==> src/rtl/pwm_ramp_controller.sv <==
// PWM register file and duty-cycle ramp sequencer.
// SPI byte writes load the enable, duty, target and divider registers.
// A ramp engine steps the duty toward the target, either once or back and forth.
// An SPI write to the duty register always takes ownership from the ramp engine.
module pwm_ramp_controller #(
  parameter int TICK_DIV = 1000,
  parameter int STEP     = 1
) (
  input  logic       clk,
  input  logic       rst_n,
  input  logic       wr_valid,
  input  logic [6:0] wr_addr,
  input  logic [7:0] wr_data,
  output logic [7:0] en_reg_out_7_0,
  output logic [7:0] en_reg_out_15_8,
  output logic [7:0] en_reg_pwm_7_0,
  output logic [7:0] en_reg_pwm_15_8,
  output logic [7:0] pwm_duty_cycle,
  output logic       ramp_busy,
  output logic       ramp_done
);

  localparam int              PW       = (TICK_DIV > 1) ? $clog2(TICK_DIV) : 1;
  localparam logic [PW-1:0]   PRE_LAST = PW'(TICK_DIV - 1);
  localparam logic [8:0]      STEP9    = 9'(STEP);

  localparam logic [6:0] ADDR_OUT_LO = 7'h00;
  localparam logic [6:0] ADDR_OUT_HI = 7'h01;
  localparam logic [6:0] ADDR_PWM_LO = 7'h02;
  localparam logic [6:0] ADDR_PWM_HI = 7'h03;
  localparam logic [6:0] ADDR_DUTY   = 7'h04;
  localparam logic [6:0] ADDR_TARGET = 7'h05;
  localparam logic [6:0] ADDR_DIV    = 7'h06;
  localparam logic [6:0] ADDR_CTRL   = 7'h07;

  typedef enum logic {IDLE, RAMP} state_t;

  state_t        state;
  state_t        state_next;
  logic [7:0]    target;
  logic [7:0]    div;
  logic [7:0]    origin;
  logic          mode;
  logic [PW-1:0] prescaler;
  logic [7:0]    div_cnt;

  logic       wr_duty;
  logic       wr_target;
  logic       wr_div;
  logic       wr_ctrl;
  logic       start;
  logic       stop;
  logic       do_start;
  logic       start_done;
  logic       in_ramp;
  logic       abort;
  logic       ramp_active;
  logic       tick_wrap;
  logic       take_step;
  logic       reached;
  logic       finish_oneshot;
  logic       bounce;
  logic [8:0] sum9;
  logic [8:0] diff9;
  logic [7:0] step_duty;

  // Decode the write strobe and the control decisions that depend on it
  always_comb begin
    wr_duty        = wr_valid && (wr_addr == ADDR_DUTY);
    wr_target      = wr_valid && (wr_addr == ADDR_TARGET);
    wr_div         = wr_valid && (wr_addr == ADDR_DIV);
    wr_ctrl        = wr_valid && (wr_addr == ADDR_CTRL);
    start          = wr_ctrl && wr_data[0];
    stop           = wr_ctrl && wr_data[2];
    in_ramp        = (state == RAMP);
    do_start       = start && !stop;
    start_done     = do_start && (target == pwm_duty_cycle);
    abort          = in_ramp && (stop || wr_duty);
    ramp_active    = in_ramp && !stop && !wr_duty && !start;
    tick_wrap      = (prescaler == PRE_LAST);
    take_step      = ramp_active && tick_wrap && (div_cnt == div);
    reached        = (step_duty == target);
    finish_oneshot = take_step && reached && !mode;
    bounce         = take_step && reached && mode;
  end

  // Next duty value one step toward the target, clamped so it never overshoots or wraps
  always_comb begin
    sum9      = {1'b0, pwm_duty_cycle} + STEP9;
    diff9     = {1'b0, pwm_duty_cycle} - STEP9;
    step_duty = target;
    if (pwm_duty_cycle < target) begin
      if (sum9 < {1'b0, target}) step_duty = sum9[7:0];
    end else if (pwm_duty_cycle > target) begin
      if (!diff9[8] && (diff9[7:0] > target)) step_duty = diff9[7:0];
    end
  end

  // State register
  always_ff @(posedge clk or negedge rst_n) begin
    if (!rst_n) state <= IDLE;
    else        state <= state_next;
  end

  // Next-state logic: aborts beat restarts, restarts beat normal completion
  always_comb begin
    state_next = state;
    if (abort)               state_next = IDLE;
    else if (do_start)       state_next = start_done ? IDLE : RAMP;
    else if (finish_oneshot) state_next = IDLE;
  end

  // FSM outputs
  always_comb begin
    ramp_busy = (state == RAMP);
  end

  // Enable registers, touched only by their own addresses
  always_ff @(posedge clk or negedge rst_n) begin
    if (!rst_n) begin
      en_reg_out_7_0  <= 8'h00;
      en_reg_out_15_8 <= 8'h00;
      en_reg_pwm_7_0  <= 8'h00;
      en_reg_pwm_15_8 <= 8'h00;
    end else if (wr_valid) begin
      if (wr_addr == ADDR_OUT_LO) en_reg_out_7_0  <= wr_data;
      if (wr_addr == ADDR_OUT_HI) en_reg_out_15_8 <= wr_data;
      if (wr_addr == ADDR_PWM_LO) en_reg_pwm_7_0  <= wr_data;
      if (wr_addr == ADDR_PWM_HI) en_reg_pwm_15_8 <= wr_data;
    end
  end

  // Duty, target, origin and mode: SPI writes take priority over ramp updates
  always_ff @(posedge clk or negedge rst_n) begin
    if (!rst_n) begin
      pwm_duty_cycle <= 8'h00;
      target         <= 8'h00;
      div            <= 8'h00;
      origin         <= 8'h00;
      mode           <= 1'b0;
    end else begin
      if (wr_duty)        pwm_duty_cycle <= wr_data;
      else if (take_step) pwm_duty_cycle <= step_duty;
      if (wr_target)      target <= wr_data;
      else if (bounce)    target <= origin;
      if (wr_div)         div <= wr_data;
      if (do_start)       origin <= pwm_duty_cycle;
      else if (bounce)    origin <= step_duty;
      if (do_start)       mode <= wr_data[1];
    end
  end

  // Prescaler and step divider; both idle at zero outside a ramp
  always_ff @(posedge clk or negedge rst_n) begin
    if (!rst_n) begin
      prescaler <= '0;
      div_cnt   <= 8'h00;
    end else if (do_start || !in_ramp) begin
      prescaler <= '0;
      div_cnt   <= 8'h00;
    end else begin
      prescaler <= tick_wrap ? '0 : prescaler + 1'b1;
      if (wr_div)                 div_cnt <= 8'h00;
      else if (tick_wrap)         div_cnt <= (div_cnt == div) ? 8'h00 : div_cnt + 8'h01;
    end
  end

  // One-cycle completion pulse for a one-shot ramp or an already-satisfied start
  always_ff @(posedge clk or negedge rst_n) begin
    if (!rst_n) ramp_done <= 1'b0;
    else        ramp_done <= start_done || finish_oneshot;
  end

endmodule

==> config.mk <==
export PLATFORM = sky130hd
export DESIGN_NAME = pwm_ramp_controller
export DESIGN_NICKNAME = d
export VERILOG_FILES = /design/src/rtl/pwm_ramp_controller.sv
export SDC_FILE = /design/constraint.sdc
export NUM_CORES = 1
export LEC_CHECK = 0
export CORE_MARGIN = 4
export CORE_UTILIZATION = 55
export CTS_CLUSTER_DIAMETER = 200
export DETAILED_ROUTE_END_ITERATION = 8
export GPL_TIMING_DRIVEN = 0
export PLACE_DENSITY = 0.79
export SYNTH_ARGS = -nofsm -noshare
export SYNTH_HDL_FRONTEND = slang
export SYNTH_SLANG_ARGS = --single-unit
export TNS_END_PERCENT = 20
==> constraint.sdc <==
create_clock -name clk -period 4.15 [get_ports clk]
set_input_delay 0.83 -clock clk [delete_from_list [all_inputs] [get_ports clk]]
set_output_delay 0.83 -clock clk [all_outputs]
set_load 0.05 [all_outputs]
[After elaboration in Yosys (flattened, before gate mapping)]
Index checks and enable logic that the tools add are counted.
Word-level totals
  register bits: 85
  input port bits: 18
  logic and storage cells: 89
Cells by class
  add/sub/neg operators: 4
  order comparisons: 4
  equal/unequal tests: 11
  muxes and demuxes: 20
  reduce and logical (&&, ||, !) cells: 37
Operators with widths (number)
  2-to-1 mux 8 bit: 14
  == test 7 x 3 -> 1 bit, second input constant: 4
  == test 8 bit: 3
  2-to-1 mux 10 bit: 2
  logical AND 1 bit: 18
  greater-than comparator 8 bit: 2
  == test 7 x 2 -> 1 bit, second input constant: 2
  adder 10 x 1 -> 10 bit, second input constant: 1
  == test 10 bit, second input constant: 1
  adder 8 x 1 -> 9 bit, second input constant: 1
  less-than comparator 9 x 8 -> 1 bit: 1
  subtractor 8 x 1 -> 9 bit, second input constant: 1
  adder 8 x 1 -> 8 bit, second input constant: 1
  less-than comparator 8 bit: 1
  AND reduction 2 bit: 4
  == test 7 x 1 -> 1 bit, second input constant: 1
  logical NOT 7 bit: 1
  logical NOT 1 bit: 6
  nonzero test 2 bit: 3
  nonzero test 3 bit: 2
  2-to-1 mux 1 bit: 4
  logical OR 1 bit: 3

[Longest topological paths before layout]
Gate-level depths: netlist (run 1).
  word-level depth: 14
  mapped depth: 16
  mapped depth without buffers: 13

[Worst setup path after synthesis (run 1)]
OpenSTA, ideal clock, no wires.
  path type: register to register
  from: reg pwm_duty_cycle[0]
  to: reg origin[7]
  setup time: 0.123 ns
  data arrival time: 3.826 ns
  data required time: 4.027 ns
  slack: 0.201 ns
  cell stages (with the launch flop): 17
  buffers on the path: 3
  path through: dfrtp_1 > buf_4 > inv_1 > ha_1 > or4b_2 > nor2_1 > xor2_1 > ha_1 > a21oi_1 > nand2_1 > a21o_1 > o211a_1 > and2_1 > clkbuf_1 > or2_0 > buf_2 > o221a_1
Between the ends
  longest elaborated chain between the ends: 10
  elaborated cells between the ends (all ways): 18
  those cells by class: 2 x add/sub; 4 x order compare; 1 x eq/ne; 6 x mux; 5 x reduce/logical
Ends and longest elaborated chain
  start: declaration: RTL line 18  | output logic [7:0] pwm_duty_cycle,
  start signal: assignment: RTL line 142  | if (wr_duty) pwm_duty_cycle <= wr_data;
  start signal: assignment: RTL line 143  | else if (take_step) pwm_duty_cycle <= step_duty;
  subtractor 8 x 1 -> 9 bit: RTL line 90  | diff9 = {1'b0, pwm_duty_cycle} - STEP9;
  greater-than comparator 8 bit / logical NOT 1 bit (equally long branches): RTL line 95  | if (!diff9[8] && (diff9[7:0] > target)) step_duty = diff9[7:0];
  logical AND 1 bit: RTL line 95
  2-to-1 mux 8 bit: RTL line 95
  2-to-1 mux 8 bit: RTL line 94  | end else if (pwm_duty_cycle > target) begin
  2-to-1 mux 8 bit *: RTL line 92  | if (pwm_duty_cycle < target) begin
  == test 8 bit: RTL line 82  | reached = (step_duty == target);
  logical AND 1 bit (2 in a row): RTL line 84  | bounce = take_step && reached && mode;
  nonzero test 2 bit (no source line)
  end signal: assignment: RTL line 147  | if (do_start) origin <= pwm_duty_cycle;
  end signal: assignment: RTL line 148  | else if (bounce) origin <= step_duty;
  end: declaration: RTL line 42  | logic [7:0] origin;
Every way passes the cells marked *; elsewhere a longest branch is shown, timed or not. The select of a mux whose other input is x is not followed.
A chain may end at the register's enable or synchronous reset.

[Worst setup path in the final report (run 1)]
  from: reg pwm_duty_cycle[0]
  to: reg target[5]
Between the ends
  longest elaborated chain between the ends: 10
  elaborated cells between the ends (all ways): 16
  those cells by class: 2 x add/sub; 4 x order compare; 1 x eq/ne; 4 x mux; 5 x reduce/logical
Ends and longest elaborated chain
  subtractor 8 x 1 -> 9 bit: RTL line 90
  greater-than comparator 8 bit / logical NOT 1 bit (equally long branches): RTL line 95
  logical AND 1 bit: RTL line 95
  2-to-1 mux 8 bit: RTL line 95
  2-to-1 mux 8 bit: RTL line 94
  2-to-1 mux 8 bit *: RTL line 92
  == test 8 bit *: RTL line 82
  logical AND 1 bit * (2 in a row): RTL line 84
  nonzero test 2 bit (no source line) *
  end signal: assignment: RTL line 144  | if (wr_target) target <= wr_data;
  end signal: assignment: RTL line 145  | else if (bounce) target <= origin;
  end: declaration: RTL line 40  | logic [7:0] target;
Every way passes the cells marked *; elsewhere a longest branch is shown, timed or not.

==> impl_metrics.json, run 1 <==
{
  "outcome": "completed",
  "place_inst": 661,
  "placedInstanceArea_sq_um": 5817,
  "timing.slew.headroom_pct": 18.49,
  "detail_route.vias_per_cell": 6.409,
  "timing.final.crit_share_pct": 92.88,
  "drt_drc_violations_left": 0,
  "setup.worst_path.class": "flip-flop to flip-flop",
  "cts_root_buffer": "sky130_fd_sc_hd__clkbuf_8",
  "boundaryPins": 60,
  "place_hpwl_mm": 9.905,
  "met2_length_mm": 6.181,
  "worst_setup_path_end_kind": "flip-flop",
  "yosysUniqueCellTypes": 56,
  "final_critical_path_setup_slack_ns": 0.2953,
  "ys.flop_type": "sky130_fd_sc_hd__dfrtp_1",
  "final_cell_count_no_fill": 677,
  "report.final.setup_viol": 0,
  "async_reset_ff_share_pct": 100.0,
  "worst_skew_pair.late_latency_ns": 0.36,
  "final_ant_viol_nets": 0,
  "post_synth_instance_area_sq_um": 5094,
  "hold_viol": 0,
  "worst-path-max-fanout": 10,
  "detailedRoute.firstIterationViolations": 242,
  "met1_length_mm": 5.544,
  "clock.fmax_mhz": 259.4,
  "design_area_sq_um": 6028,
  "cts_buffers": 9,
  "initial_core_util_pct": 57.57,
  "floorplan.die.height_microns": 104.2,
  "cts_htree_levels": 3,
  "first_global_vias": 4351,
  "finish.net_count": 610,
  "grt_setup_unrepaired": "no",
  "number_of_detailed_route_iterations_in_the_first_pass": 5,
  "number_of_buffers_inserted_for_hold_repair_after_clock_tree_synthesis": 0,
  "global_route_wire_length_before_repair_mm": 22.17,
  "worst_ir_drop_vdd_mv": 0.2350,
  "syn_to_final_growth_pct": 18.35,
  "number_of_antenna_violations_at_the_first_check_in_global_routing": 0,
  "topRoutingLayerUsed": "met4",
  "wl_per_cell_microns": 19.63,
  "timing_max_transition_violations_final": 0,
  "p_per_area_nw_per_um2": 385.4,
  "numClockSinks": 85,
  "groute.usage.overall_pct": 25.09,
  "required_ns": 4.42,
  "place.port_buffers": 57,
  "yosysWarningCount": 0,
  "cts.reportedPaths.clkPinSlew_ns": 0.09,
  "pin_count_of_the_biggest_net_entering_global_routing": 44,
  "worstPathArrival_ns": 4.12,
  "floorplan.die_area_sq_um": 10860,
  "static-leakage-power_uw": 0.002728,
  "finalWorstPathRequiredPeriod_ns": 3.855,
  "cts_tree": "built",
  "synth_enable_flop_cells": 0,
  "dpl_worst_slack_ns": -0.2736,
  "cp-start-kind": "flip-flop",
  "globalRouteOverflowTotal": 0,
  "synth.net_count": 540,
  "clock-skew-final_ns": 0.01440,
  "die_x_microns": 104.2,
  "postSynthRegisterBits": 85,
  "avgSynthCellArea_sq_um": 10.29,
  "core_region_area_sq_um": 8848,
  "worstHoldPathType": "input port to async pin",
  "drv_cap": 0,
  "num_vias": 4339,
  "final_common_cell": "sky130_fd_sc_hd__dfrtp_1",
  "finalWeightedCongestion": 0.9002,
  "cts.path.max_buffers": 2,
  "worst-slew-pin-transition_ns": 1.213,
  "wl_met3_mm": 1.241,
  "num_antenna_cells": 0,
  "row_count": 34,
  "synth_seq_area_share_pct": 41.76,
  "postSynthCellCount": 495,
  "layout.cells.most_common_list": "sky130_fd_sc_hd__dfrtp_1, sky130_fd_sc_hd__clkdlybuf4s50_1, sky130_fd_sc_hd__mux2_2",
  "routed_wl_mm": 13.29,
  "final_layout_size_suffix_gt1_share_pct": 13.36
}
==> stage by stage <==
step | total power, uW | util [%] | hold slack [ns] | TNS (ns)
floorplan | 1506 | - | 0.4479 | 0
global placement | 1741 | 65.54 | 0.4620 | -61.49
detailed placement | 1764 | 65.74 | 0.4879 | -3.015
CTS | 2307 | 67.94 | 0.4651 | 0
global route | 2448 | 68.13 | 0.4775 | 0
finish | 2323 | 68.13 | 0.4555 | 0
==> cells in the mapped netlist, types with 2 or more instances <==
master	n	area (sq um)
sky130_fd_sc_hd__inv_1	16	60.06
sky130_fd_sc_hd__nand4_1	13	81.33
sky130_fd_sc_hd__nand4b_1	2	17.52
sky130_fd_sc_hd__and3_1	10	62.56
sky130_fd_sc_hd__nor2b_1	3	18.77
sky130_fd_sc_hd__nor3_1	8	40.04
sky130_fd_sc_hd__nand2_1	32	120.1
sky130_fd_sc_hd__o211ai_1	18	135.1
sky130_fd_sc_hd__xnor2_1	14	122.6
sky130_fd_sc_hd__nor4_1	6	37.54
sky130_fd_sc_hd__ha_1	27	337.8
sky130_fd_sc_hd__or3b_2	2	17.52
sky130_fd_sc_hd__buf_1	3	11.26
sky130_fd_sc_hd__and4_1	3	26.28
sky130_fd_sc_hd__nand2b_1	5	31.28
sky130_fd_sc_hd__nand3b_1	2	15.01
sky130_fd_sc_hd__a31oi_1	9	56.30
sky130_fd_sc_hd__o21ai_0	31	155.2
sky130_fd_sc_hd__a21o_1	5	37.54
sky130_fd_sc_hd__buf_4	3	22.52
sky130_fd_sc_hd__nor3b_1	5	37.54
sky130_fd_sc_hd__dfrtp_1	85	2127
sky130_fd_sc_hd__clkbuf_1	18	67.56
sky130_fd_sc_hd__nand3_1	18	90.09
sky130_fd_sc_hd__or4_1	2	15.01
sky130_fd_sc_hd__nor2_1	26	97.59
sky130_fd_sc_hd__or3_1	5	31.28
sky130_fd_sc_hd__xnor3_1	5	112.6
sky130_fd_sc_hd__a211o_1	2	17.52
sky130_fd_sc_hd__a21oi_1	11	55.05
sky130_fd_sc_hd__mux2_2	41	461.7
sky130_fd_sc_hd__and4b_1	2	20.02
sky130_fd_sc_hd__o221ai_1	6	52.55
sky130_fd_sc_hd__a22o_1	5	43.79
sky130_fd_sc_hd__o21a_1	2	15.01
sky130_fd_sc_hd__a211oi_1	4	30.03
sky130_fd_sc_hd__a22oi_1	8	60.06
sky130_fd_sc_hd__and2_1	2	12.51
sky130_fd_sc_hd__xor2_1	19	166.4
==> registers in the layout, summed over array words and instances (netlist names) <==
name / flops
mode: 1
en_reg_out_15_8: 8
en_reg_pwm_7_0: 8
origin: 8
div_cnt: 8
en_reg_pwm_15_8: 8
ramp_done: 1
target: 8
div: 8
en_reg_out_7_0: 8
pwm_duty_cycle: 8
prescaler: 10
ramp_busy: 1
==> per-layer routing <==
layer / vias up / track usage [%]
met1: 2086 / 33.72
li1: 1974 / -
met2: 239 / 40.58
met4: 0 / 8.072
met3: 40 / 5.525
met5: - / 0
==> where the power goes <==
| group | leakage, uW | total, uW | internal, uW | switching [uW] |
|---|---|---|---|---|
| Combinational | 0.00149 | 862 | 335 | 526 |
| Sequential | 0.00116 | 926 | 878 | 48.5 |
| Clock | 0.0000821 | 535 | 218 | 317 |
| Total | 0.00273 | 2320 | 1430 | 891 |
==> path summary, 6_finish.rpt <==
kind	from	end	slack (ns)	cells after the start
min in group clk	prescaler[0]	prescaler[0]	0.50	1
max in group asynchronous	rst_n	origin[5]	3.08	2
min	rst_n	en_reg_out_15_8[7]	0.46	1
max reg2reg	pwm_duty_cycle[0]	target[5]	0.30	15
max	pwm_duty_cycle[0]	target[5]	0.30	15
min reg2reg	prescaler[0]	prescaler[0]	0.50	1
==> kinds of logic (layout without fill, tap and decap cells) <==
logic type	Yosys count	count (layout)	share of synthesized area, %
AOI/OAI and AO/OA	110	110	14.59
xor gates and xnor gates	39	39	8.426
adders and majority gates	27	27	6.632
buffers and inverters	42	116	3.488
DFF	85	85	41.76
muxes	42	42	9.261
and+or+nand+nor	150	150	15.84
==> critical path: stages (launching register included) <==
cell and delay [ns]:
sky130_fd_sc_hd__dfrtp_2 0.46, sky130_fd_sc_hd__buf_4 0.20, sky130_fd_sc_hd__inv_1 0.15, sky130_fd_sc_hd__ha_1 0.23, sky130_fd_sc_hd__or4b_4 0.52, sky130_fd_sc_hd__nor2_4 0.14, sky130_fd_sc_hd__xor2_2 0.17, sky130_fd_sc_hd__ha_1 0.29
sky130_fd_sc_hd__a21oi_1 0.16, sky130_fd_sc_hd__nand2_1 0.07, sky130_fd_sc_hd__a21o_1 0.20, sky130_fd_sc_hd__o211a_1 0.26, sky130_fd_sc_hd__buf_4 0.16, sky130_fd_sc_hd__a21oi_2 0.36, sky130_fd_sc_hd__nand4_1 0.16, sky130_fd_sc_hd__a31oi_1 0.24
==> cell type report <==
type                            count  area, sq um
Buffer                             24        111.4
Clock buffer                        9        123.9
Clock inverter                      6        46.29
Fill cell                         697         2820
Inverter                           16        60.06
Multi-Input combinational cell    368         2813
Sequential cell                    85         2128
Tap cell                          108        135.1
Timing Repair Buffer               61        610.6
==> repair_timing <==
action	CTS	global route
gates resized for setup	3	6
setup endpoints to repair	18	21
endpoints found under the hold margin	0	0
setup buffers	3	0
pin swaps	2	0
Note: power is estimated with default switching activity, not from simulation.
==> inputs of run 2 (changes only) <==
==> constraint.sdc (replaced) <==
create_clock -name clk -period 4.15 [get_ports clk]
set_input_delay 0.83 -clock clk [delete_from_list [all_inputs] [get_ports clk]]
set_output_delay 0.83 -clock clk [all_outputs]
set_load 0.005 [all_outputs]
==> results of run 2 <==
Same layout as run 1 (identical final DEF). Status: completed.
Main changes from that run: total power 2323 uW -> 2210 uW; worst IR drop on VDD 0.2350 mV -> 0.2178 mV
